**src/rtl/chain_packet_tx.sv**
```systemverilog
// Serializes a captured DIM-element vector onto the row daisy-chain edge as
// {ready, id, value} packets, one element per packet with idle spacing between.
module chain_packet_tx #(
    parameter int DIM  = 4,
    parameter int BITW = 16,
    parameter int GAP  = 1,
    parameter int IDW  = $clog2(DIM)
) (
    input  logic                      clk,
    input  logic                      reset,
    input  logic                      vec_valid_i,
    output logic                      vec_ready_o,
    input  logic [DIM-1:0][BITW-1:0]  vec_i,
    input  logic                      stall_i,
    output logic                      pkt_ready_o,
    output logic [IDW-1:0]            pkt_id_o,
    output logic [BITW-1:0]           pkt_data_o,
    output logic                      busy_o,
    output logic                      done_o
);

    // The gap counter only ever holds GAP-1 down to 0.
    localparam int GCW = (GAP > 2) ? $clog2(GAP) : 1;

    typedef enum logic [2:0] {
        ST_IDLE,
        ST_LAUNCH,
        ST_SEND,
        ST_GAP,
        ST_DONE
    } state_t;

    state_t                     state_q, state_d;
    logic [IDW-1:0]             index_q, index_d;
    logic [GCW-1:0]             gapCnt_q, gapCnt_d;
    logic [DIM-1:0][BITW-1:0]   buffer_q, buffer_d;
    logic                       pktReady_q, pktReady_d;
    logic [IDW-1:0]             pktId_q, pktId_d;
    logic [BITW-1:0]            pktData_q, pktData_d;
    logic                       busy_q, busy_d;
    logic                       done_q, done_d;
    logic                       lastElem;

    assign lastElem = (index_q == IDW'(DIM - 1));

    // State and all registered outputs; reset drops any partial vector.
    always_ff @(posedge clk or posedge reset) begin
        if (reset) begin
            state_q    <= ST_IDLE;
            index_q    <= '0;
            gapCnt_q   <= '0;
            buffer_q   <= '0;
            pktReady_q <= 1'b0;
            pktId_q    <= '0;
            pktData_q  <= '0;
            busy_q     <= 1'b0;
            done_q     <= 1'b0;
        end else begin
            state_q    <= state_d;
            index_q    <= index_d;
            gapCnt_q   <= gapCnt_d;
            buffer_q   <= buffer_d;
            pktReady_q <= pktReady_d;
            pktId_q    <= pktId_d;
            pktData_q  <= pktData_d;
            busy_q     <= busy_d;
            done_q     <= done_d;
        end
    end

    // Packet fields default to zero so the bus reads idle between packets.
    always_comb begin
        state_d    = state_q;
        index_d    = index_q;
        gapCnt_d   = gapCnt_q;
        buffer_d   = buffer_q;
        pktReady_d = 1'b0;
        pktId_d    = '0;
        pktData_d  = '0;
        busy_d     = busy_q;
        done_d     = 1'b0;

        case (state_q)
            ST_IDLE: begin
                if (vec_valid_i) begin
                    buffer_d = vec_i;
                    index_d  = '0;
                    busy_d   = 1'b1;
                    state_d  = ST_LAUNCH;
                end
            end
            ST_LAUNCH: begin
                if (!stall_i) begin
                    pktReady_d = 1'b1;
                    pktId_d    = index_q;
                    pktData_d  = buffer_q[index_q];
                    state_d    = ST_SEND;
                end
            end
            ST_SEND: begin
                if (GAP > 0) begin
                    gapCnt_d = GCW'((GAP > 0) ? GAP - 1 : 0);
                    state_d  = ST_GAP;
                end else if (lastElem) begin
                    done_d  = 1'b1;
                    state_d = ST_DONE;
                end else begin
                    index_d = index_q + IDW'(1);
                    state_d = ST_LAUNCH;
                end
            end
            ST_GAP: begin
                if (gapCnt_q != '0) begin
                    gapCnt_d = gapCnt_q - GCW'(1);
                end else if (lastElem) begin
                    done_d  = 1'b1;
                    state_d = ST_DONE;
                end else begin
                    index_d = index_q + IDW'(1);
                    state_d = ST_LAUNCH;
                end
            end
            ST_DONE: begin
                busy_d  = 1'b0;
                state_d = ST_IDLE;
            end
            default: begin
                state_d = ST_IDLE;
            end
        endcase
    end

    // Held low while reset is asserted so nothing is offered mid-reset.
    assign vec_ready_o = (state_q == ST_IDLE) && !reset;
    assign pkt_ready_o = pktReady_q;
    assign pkt_id_o    = pktId_q;
    assign pkt_data_o  = pktData_q;
    assign busy_o      = busy_q;
    assign done_o      = done_q;

endmodule
```
**config.mk**
```make
export PLATFORM = sky130hd
export DESIGN_NAME = chain_packet_tx
export DESIGN_NICKNAME = d
export VERILOG_FILES = /design/src/rtl/chain_packet_tx.sv
export SDC_FILE = /design/constraint.sdc
export NUM_CORES = 1
export LEC_CHECK = 0
export BUFFER_PORTS_ARGS = -buffer_cell sky130_fd_sc_hd__clkbuf_2
export CAP_MARGIN = 30
export CELL_PAD_IN_SITES_DETAIL_PLACEMENT = 1
export CELL_PAD_IN_SITES_GLOBAL_PLACEMENT = 1
export CORE_ASPECT_RATIO = 0.8
export CORE_MARGIN = 1
export CORE_UTILIZATION = 49
export CTS_BUF_LIST = sky130_fd_sc_hd__clkbuf_8
export CTS_CLUSTER_SIZE = 20
export DETAILED_ROUTE_END_ITERATION = 16
export GPL_TIMING_DRIVEN = 0
export PLACE_DENSITY = 0.85
export SLEW_MARGIN = 30
export SYNTH_ARGS = -nofsm -noshare
export SYNTH_HDL_FRONTEND = slang
export SYNTH_SLANG_ARGS = --single-unit
```
**constraint.sdc**
```tcl
create_clock -name clk -period 5 [get_ports clk]
set_input_delay 0.5 -clock clk [delete_from_list [all_inputs] [get_ports clk]]
set_output_delay 0.5 -clock clk [all_outputs]
set_load 0.03 [all_outputs]
```
# [Word level (Yosys, flattened, before mapping)]
# Cells that the tools add are included.
[word_totals] regBits=91 latch_bits=0 ramBits=0 mem_bits_ro=0 wordCells=58 mem_count=0
[op_classes] add_sub_neg=2 mul=0 div=0 n_lt_le_gt_ge=1 n_eq_ne=9 shifts=0 mux=24 bitwise=0 reduce_logical=10
[ops] op="16-bit 2-to-1 mux" count=3
[ops] op="16-bit binary-select mux with 2-bit select" count=1
[ops] op="3-bit 2-to-1 mux" count=4
[ops] op="3-bit one-hot mux with 4 select lines" count=1
[ops] op="2-bit 2-to-1 mux" count=5
[ops] op="2-bit inequality test (second input constant)" count=4
[ops] op="1-bit 2-to-1 mux" count=7
[ops] op="3-bit by 2-bit equality test with 1-bit output (second input constant)" count=2
[ops] op="2-bit nonzero test" count=3
[ops] op="1-bit one-hot mux with 2 select lines" count=2
[ops] op="2-bit one-hot mux with 2 select lines" count=1
[ops] op="2-bit AND reduction" count=2
[ops] op="4-bit AND reduction" count=1
[ops] op="3-bit by 1-bit equality test with 1-bit output (second input constant)" count=1
[ops] op="3-bit equality test (second input constant)" count=1
[ops] op="3-bit zero test" count=1
[ops] op="2-bit by 3-bit < comparator with 1-bit output (second input constant)" count=1
[ops] op="3-bit AND reduction" count=1
[ops] op="2-bit by 1-bit adder with 2-bit output (second input constant)" count=1
[ops] op="2-bit equality test (second input constant)" count=1
[ops] op="1-bit logical AND" count=1
[ops] op="1-bit zero test" count=1
[ops] op="1-bit subtractor (second input constant)" count=1

# [Logic depth before layout (Yosys ltp)]
# Gate-level depths: netlist of run 1.
[depth] ltp_word=4 mapped_depth=6 mapped_depth_nobuf=4

# [Least setup slack after synthesis of run 1]
# Ideal clock, no wire load.
[synth_path] kind="reg2out" from="register state_q[0]" to="output vec_ready_o" arrival_time_ns=1.510 setup_slack_ns=2.990 stages_incl_launch_ff=3 n_path_buf=1 path_cell_list="dfrtp_1 > buf_2 > nor4_1"
[synth_via] elab_chain_cells=2
[synth_rtl] item="start: declaration" line="33" text="state_t state_q, state_d;"
[synth_rtl] item="start signal: assignment" line="59" text="state_q <= state_d;"
[synth_rtl] item="3-bit zero test" line="134" text="assign vec_ready_o = (state_q == ST_IDLE) && !reset;"
[synth_rtl] item="1-bit logical AND" line="134"
[synth_rtl] item="end: declaration" line="12" text="output logic vec_ready_o,"
# Every way passes these cells.

# [Worst setup path in the final report of run 1]
# Same ends and word-level chain as after synthesis.

==> results of run 1 <==
## where the power goes
part | total (mW) | internal [mW] | switching (mW)
Sequential | 1.23 | 1.07 | 0.164
Clock | 0.459 | 0.205 | 0.254
Combinational | 1.05 | 0.548 | 0.504
Total | 2.74 | 1.82 | 0.922
## layout make-up
type	instances	area (um2)
multi-input cells	120	1350
clock inverters	5	30.0
flip-flops and latches	90	2250
plain buffers	14	110
clock buffers	11	151
well taps	90	113
inverters	1	8.76
repair buffers	90	473
fillers	723	2870
## layout by cell type (no fill, tap or decap), types with 2 or more instances in the layout
cell type  Yosys  routed
o21ai_0        2       2
mux4_2        16      16
clkinv_2       0       2
mux2_1        38      38
buf_2          4       4
nor2_1         6       6
a21oi_1        2       2
dfrtp_1       90      90
mux2_2        26      26
buf_6          5       5
and2_1        18      18
clkbuf_2       0      89
clkbuf_8       0      11
mux2i_1        2       2
buf_4          4       4
## state kept, by name (all words and copies together), names as in the netlist
name	count
buffer_q	64
busy_o	1
done_o	1
index_q	2
pkt_data_o	16
pkt_id_o	2
pkt_ready_o	1
state_q	3
## metrics by stage
stage	hold WS (ns)	util, %
floorplan	0.452	-
global placement	0.462	58.1
finish	0.102	61.0
detailed placement	0.473	58.5
global route	0.103	61.0
CTS	0.0952	61.0
## critical path: stages (launching register included)
cell,delay (ns)
dfrtp_1,0.36
buf_2,0.18
nor4_1,0.28
clkbuf_2,0.25
## cell usage after synthesis
master,number
dfrtp_1,90
mux2_1,38
mux2_2,26
and2_1,18
mux4_2,16
nor2_1,6
buf_6,5
buf_2,4
buf_4,4
a21oi_1,2
mux2i_1,2
o21ai_0,2
a211oi_1,1
clkbuf_1,1
ha_1,1
inv_1,1
nand2_1,1
nand2b_1,1
nand3b_1,1
nor3_1,1
nor3_2,1
nor4_1,1
nor4b_4,1
or4bb_1,1
## worst min path at each step
stage	cells after the start	start	end	slack, ns
after floorplan	1	buffer_q[32]	buffer_q[32]	0.45
after global placement	1	buffer_q[23]	buffer_q[23]	0.46
after detailed placement	1	buffer_q[57]	buffer_q[57]	0.47
after CTS	2	reset	state_q[0]	0.1
after global routing	2	reset	state_q[0]	0.10
final	2	reset	state_q[0]	0.10
## layer usage
layer,track usage (%),wire length [um],vias to the layer above,part of all wire [%]
met5,0,0,-,0
met1,29.3,3530,1172,41
li1,-,-,1004,-
met3,7.97,444,8,5.2
met2,42.0,4460,64,52
met4,6.18,75,0,0.88
## cell families after synthesis
kind of cell | Yosys count | share of synthesized area (%)
DFF | 90 | 60.6
AOI/OAI and AO/OA | 5 | 0.741
adders and majority gates | 1 | 0.337
and+or+nand+nor | 32 | 5.62
muxes | 82 | 29.6
buffers and inverters | 15 | 3.06
==> flow_summary.yaml, run 1 <==
power:
  leakage_nw: 2.13
  peakVddDrop_mv: 0.224
  totalPowerFinal_mw: 2.74
  pwr_density_cell_nw_per_um2: 611
die:
  initial_utilization_pct: 50.5
  die_w_um: 99.4
  ios: 90
  die_h_um: 79.9
  num_rows: 28
  core_area_um2: 7360
  fp.dieArea_um2: 7940
place:
  numPortBuffers: 89
  dp_slack_ns: 3.14
  place_congestion: 0.704
  dp_hpwl_um: 6040
  place_area_um2: 4310
  dp.cells: 405
cells_and_area:
  syn_to_final_growth_pct: 20.8
  final_area_um2: 4490
  antenna_cells: 0
  drive_above_1_share_pct: 49.2
  fin_cells: 421
  nets: 395
run:
  maxCapViolations: 0
worst_setup_path:
  path_max_fanout: 8
  r2r_start: "index_q[1]"
  r2r_slack_ns: 3.10
  r2r_end: "pkt_data_o[13]"
  critPathLaunchType: "register"
  critical_path.endpoint: "vec_ready_o"
  end_kind: "output port"
  setup.worst_path.class: "reg -> out"
  reg2reg_depth: 4
  cp_data_arrival_time_ns: 1.43
  critPathRequiredTime_ns: 4.50
  startpoint: "state_q[0]"
routing:
  vias: 2248
  drc: 0
  drt-total-wl_um: 8520
  drt-pass1-iter-count: 4
  vias_per_cell: 5.34
  wire_per_inst_um: 20.2
  drtIter0Drc: 35
  antenna_left: 0
grt:
  grt_max_degree: 64
  track_usage_pct: 24.2
  grt_pass1_wl_um: 13800
  antenna_found_initial: 0
  grt_overflow: 0
  grt_pass1_vias: 2610
clocking:
  cts_tree: "done"
  clk_pin_slew_ns: 0.09
  h-tree-depth: 3
  cts_hold_buf: 0
  cts-resized-gates: 0
  cts_num_sinks: 90
  cts-buffers-inserted: 9
  cts_setup_buffers: 0
  cts_buffer_depth: 2
  root_buffer: "clkbuf_8"
  clock_latency_ns: 0.35
timing:
  setup_viol: 0
  slew_viol_final: 0
  rsz0062_at_grt: "false"
  period_minus_slack_ns: 1.93
  clock_skew_ns: 0.00980
  hold_viol: 0
  worst_pin_slew_ns: 0.720
  period_share_pct: 38.6
  tns_ns: 0
  fmax_ghz: 0.517
  relSlewSlack_pct: 51.8
  final.setup.worst_slack_ns: 3.07
logic_synthesis:
  synth.largest_area_cell: "dfrtp_1"
  ys_ff_latch: 90
  ys_top_cells_by_area: "dfrtp_1 61%, mux2_1 12%, mux4_2 9.7%"
  syn_area_um2: 3720
  syn_inst: 225
  ys_seq_area_share_pct: 60.6
  synth_fp_nets: 294
  ys.warnings.count: 0
  syn_avg_cell_area_um2: 16.5
  yosysTopAreaCellShare_pct: 60.6
  ys_types: 24
status:
  status: "completed"
hold_path:
  hp-class: "in -> async"
Power figures use the tool's default switching activity.
==> run 2, diff against run 1 <==
--- a/config.mk
+++ b/config.mk
@@ -11,12 +11,12 @@
 export CELL_PAD_IN_SITES_GLOBAL_PLACEMENT = 1
 export CORE_ASPECT_RATIO = 0.8
 export CORE_MARGIN = 1
-export CORE_UTILIZATION = 49
+export CORE_UTILIZATION = 45
 export CTS_BUF_LIST = sky130_fd_sc_hd__clkbuf_8
 export CTS_CLUSTER_SIZE = 20
 export DETAILED_ROUTE_END_ITERATION = 16
 export GPL_TIMING_DRIVEN = 0
-export PLACE_DENSITY = 0.85
+export PLACE_DENSITY = 0.79
 export SLEW_MARGIN = 30
 export SYNTH_ARGS = -nofsm -noshare
 export SYNTH_HDL_FRONTEND = slang
==> constraint.sdc (replaced) <==
create_clock -name clk -period 1.85 [get_ports clk]
set_input_delay 0.185 -clock clk [delete_from_list [all_inputs] [get_ports clk]]
set_output_delay 0.185 -clock clk [all_outputs]
set_load 0.03 [all_outputs]
==> flow_summary.yaml, run 2 (synthesis gave the netlist of run 1 again) <==
die:
  core_area_um2: 7980
  die_w_um: 104
  num_rows: 29
  initial_utilization_pct: 46.6
  ios: 90
  die_h_um: 83.3
  fp.dieArea_um2: 8630
place:
  numPortBuffers: 89
  dp_slack_ns: -0.0263
  place_congestion: 0.718
  dp_hpwl_um: 5650
worst_setup_path:
  slowest_delay_ns: 0.37
  cpMostUsedCell: "buf_6"
  r2r_start: "state_q[1]"
  critPathLaunchType: "register"
  critical_path.endpoint: "buffer_q[23]"
  crit_chain: "buf_2, nor4b_4, buf_6, buf_6, mux2_1"
  slowest_stage: "dfrtp_1"
  end_kind: "register"
  r2r_slack_ns: 0.08
  cp_data_arrival_time_ns: 2.00
  startpoint: "state_q[1]"
  critPathRequiredTime_ns: 2.09
  r2r_end: "buffer_q[23]"
  setup.worst_path.class: "reg -> reg"
  path_max_fanout: 10
  reg2reg_depth: 5
grt:
  grt_pass1_wl_um: 13100
  antenna_found_initial: 0
  grt_max_degree: 30
  grt_pass1_vias: 2511
  track_usage_pct: 20.5
  grt_overflow: 0
power:
  pwr_density_cell_nw_per_um2: 1630
  p_int_mw: 5.06
  leakage_nw: 2.15
  p_sw_mw: 2.40
  p_sw_share_pct: 32.2
  pwr-share-comb_pct: 37.6
  seqPwrFrac_pct: 44.2
  peakVddDrop_mv: 0.625
  clock_power_share_pct: 18.1
clocking:
  cts_tree: "done"
  cts_num_sinks: 90
  clock_latency_ns: 0.35
  h-tree-depth: 3
  cts-buffers-inserted: 9
  clk_pin_slew_ns: 0.08
  root_buffer: "clkbuf_8"
  cts_buffer_depth: 2
  cts_setup_buffers: 0
cells_and_area:
  final_common_cell: "dfrtp_1"
  drive_above_1_share_pct: 49.5
  largest_register_ffs: 64
  multi_input_area_um2: 1360
  antenna_cells: 0
  regArea_um2: 2250
  nets: 397
  regMostFlops: "buffer_q"
  nFillCells: 805
  final_cell_mix: "90 x dfrtp_1, 89 x clkbuf_2, 38 x mux2_1, 26 x mux2_2, 18 x and2_1"
  syn_to_final_growth_pct: 23.2
routing:
  maxUsedRoutingLayer: "met4"
  wl_met1_um: 3530
  wl_met2_um: 3810
  wire_per_inst_um: 18.0
  antenna_left: 0
  vias_per_cell: 4.95
  met3_wirelength_um: 447
  drtIter0Drc: 47
  vias: 2183
  drc: 0
  drt-pass1-iter-count: 3
  drt-total-wl_um: 7940
hold_path:
  hp-class: "in -> reg"
timing:
  period_minus_slack_ns: 1.77
  final.setup.worst_slack_ns: 0.0823
  clock_skew_ns: 0.00759
  fin_hold_ws_ns: 0.0419
  setup_viol: 0
  slew_viol_final: 0
  hold_viol: 0
  fmax_ghz: 0.566
  worst_pin_slew_ns: 0.475
  period_share_pct: 95.6
  rsz0062_at_grt: "false"
  relSlewSlack_pct: 68.2
run:
  maxCapViolations: 0
status:
  status: "completed"
==> run 2: how the worst min path moves through the flow <==
stage	from	end	slack [ns]	cells after the start
global placement	vec_i[54]	buffer_q[54]	0.40	2
detailed placement	reset	busy_o	0.14	2
global route	vec_i[41]	buffer_q[41]	0.03	2
finish	vec_i[43]	buffer_q[43]	0.04	2
floorplan	vec_i[16]	buffer_q[16]	0.32	1
CTS	vec_i[43]	buffer_q[43]	0.02	2
==> run 2: through the flow <==
step | cells | util (%) | TNS (ns) | power, mW | instance area, um2
floorplan | 225 | - | 0 | 5.38 | 3720
global placement | 422 | 53.9 | -1.80 | 6.00 | 4300
detailed placement | 425 | 54.6 | -0.0287 | 6.18 | 4360
CTS | 441 | 57.4 | 0 | 7.58 | 4580
global route | 441 | 57.4 | 0 | 7.93 | 4580
finish | 441 | 57.4 | 0 | 7.46 | 4580
==> run 2: critical path, delay by kind of cell (launching register included) <==
family / cells / cell delay, ns
buffers and inverters: 3 / 0.60
flip-flops: 1 / 0.37
multiplexers: 1 / 0.34
AND/OR/NAND/NOR: 1 / 0.33
==> run 2: timing repair <==
item | in CTS | in global routing
hold endpoints to repair | 7 | 0
gates resized for setup | 1 | 0
hold buffers | 1 | 0
endpoints found under the setup margin | 8 | 0
==> run 2: power groups by stage <==
stage | registers, mW | logic [mW] | clock network, mW
after floorplan | 3.50 | 1.88 | 0
after global placement | 3.28 | 2.73 | 0
after detailed placement | 3.34 | 2.85 | 0
after CTS | 3.30 | 2.87 | 1.41
after global routing | 3.40 | 3.05 | 1.47
final | 3.30 | 2.81 | 1.35
==> run 2: layout make-up <==
cell class,count,area share (%)
clock buffer,11,3.31
timing repair buffer,93,11.3
tap,108,2.95
buffer,13,2.32
inverter,1,0.164
clock inverter,5,1.18
multi-input combinational,120,29.6
sequential,90,49.2
==> run 2: metal layers <==
metal  vias to the layer above  GRT usage, %
met1                      1098          26.5
met4                         0          7.38
li1                       1009             -
met3                        12          6.04
met2                        64          33.2
met5                         -             0
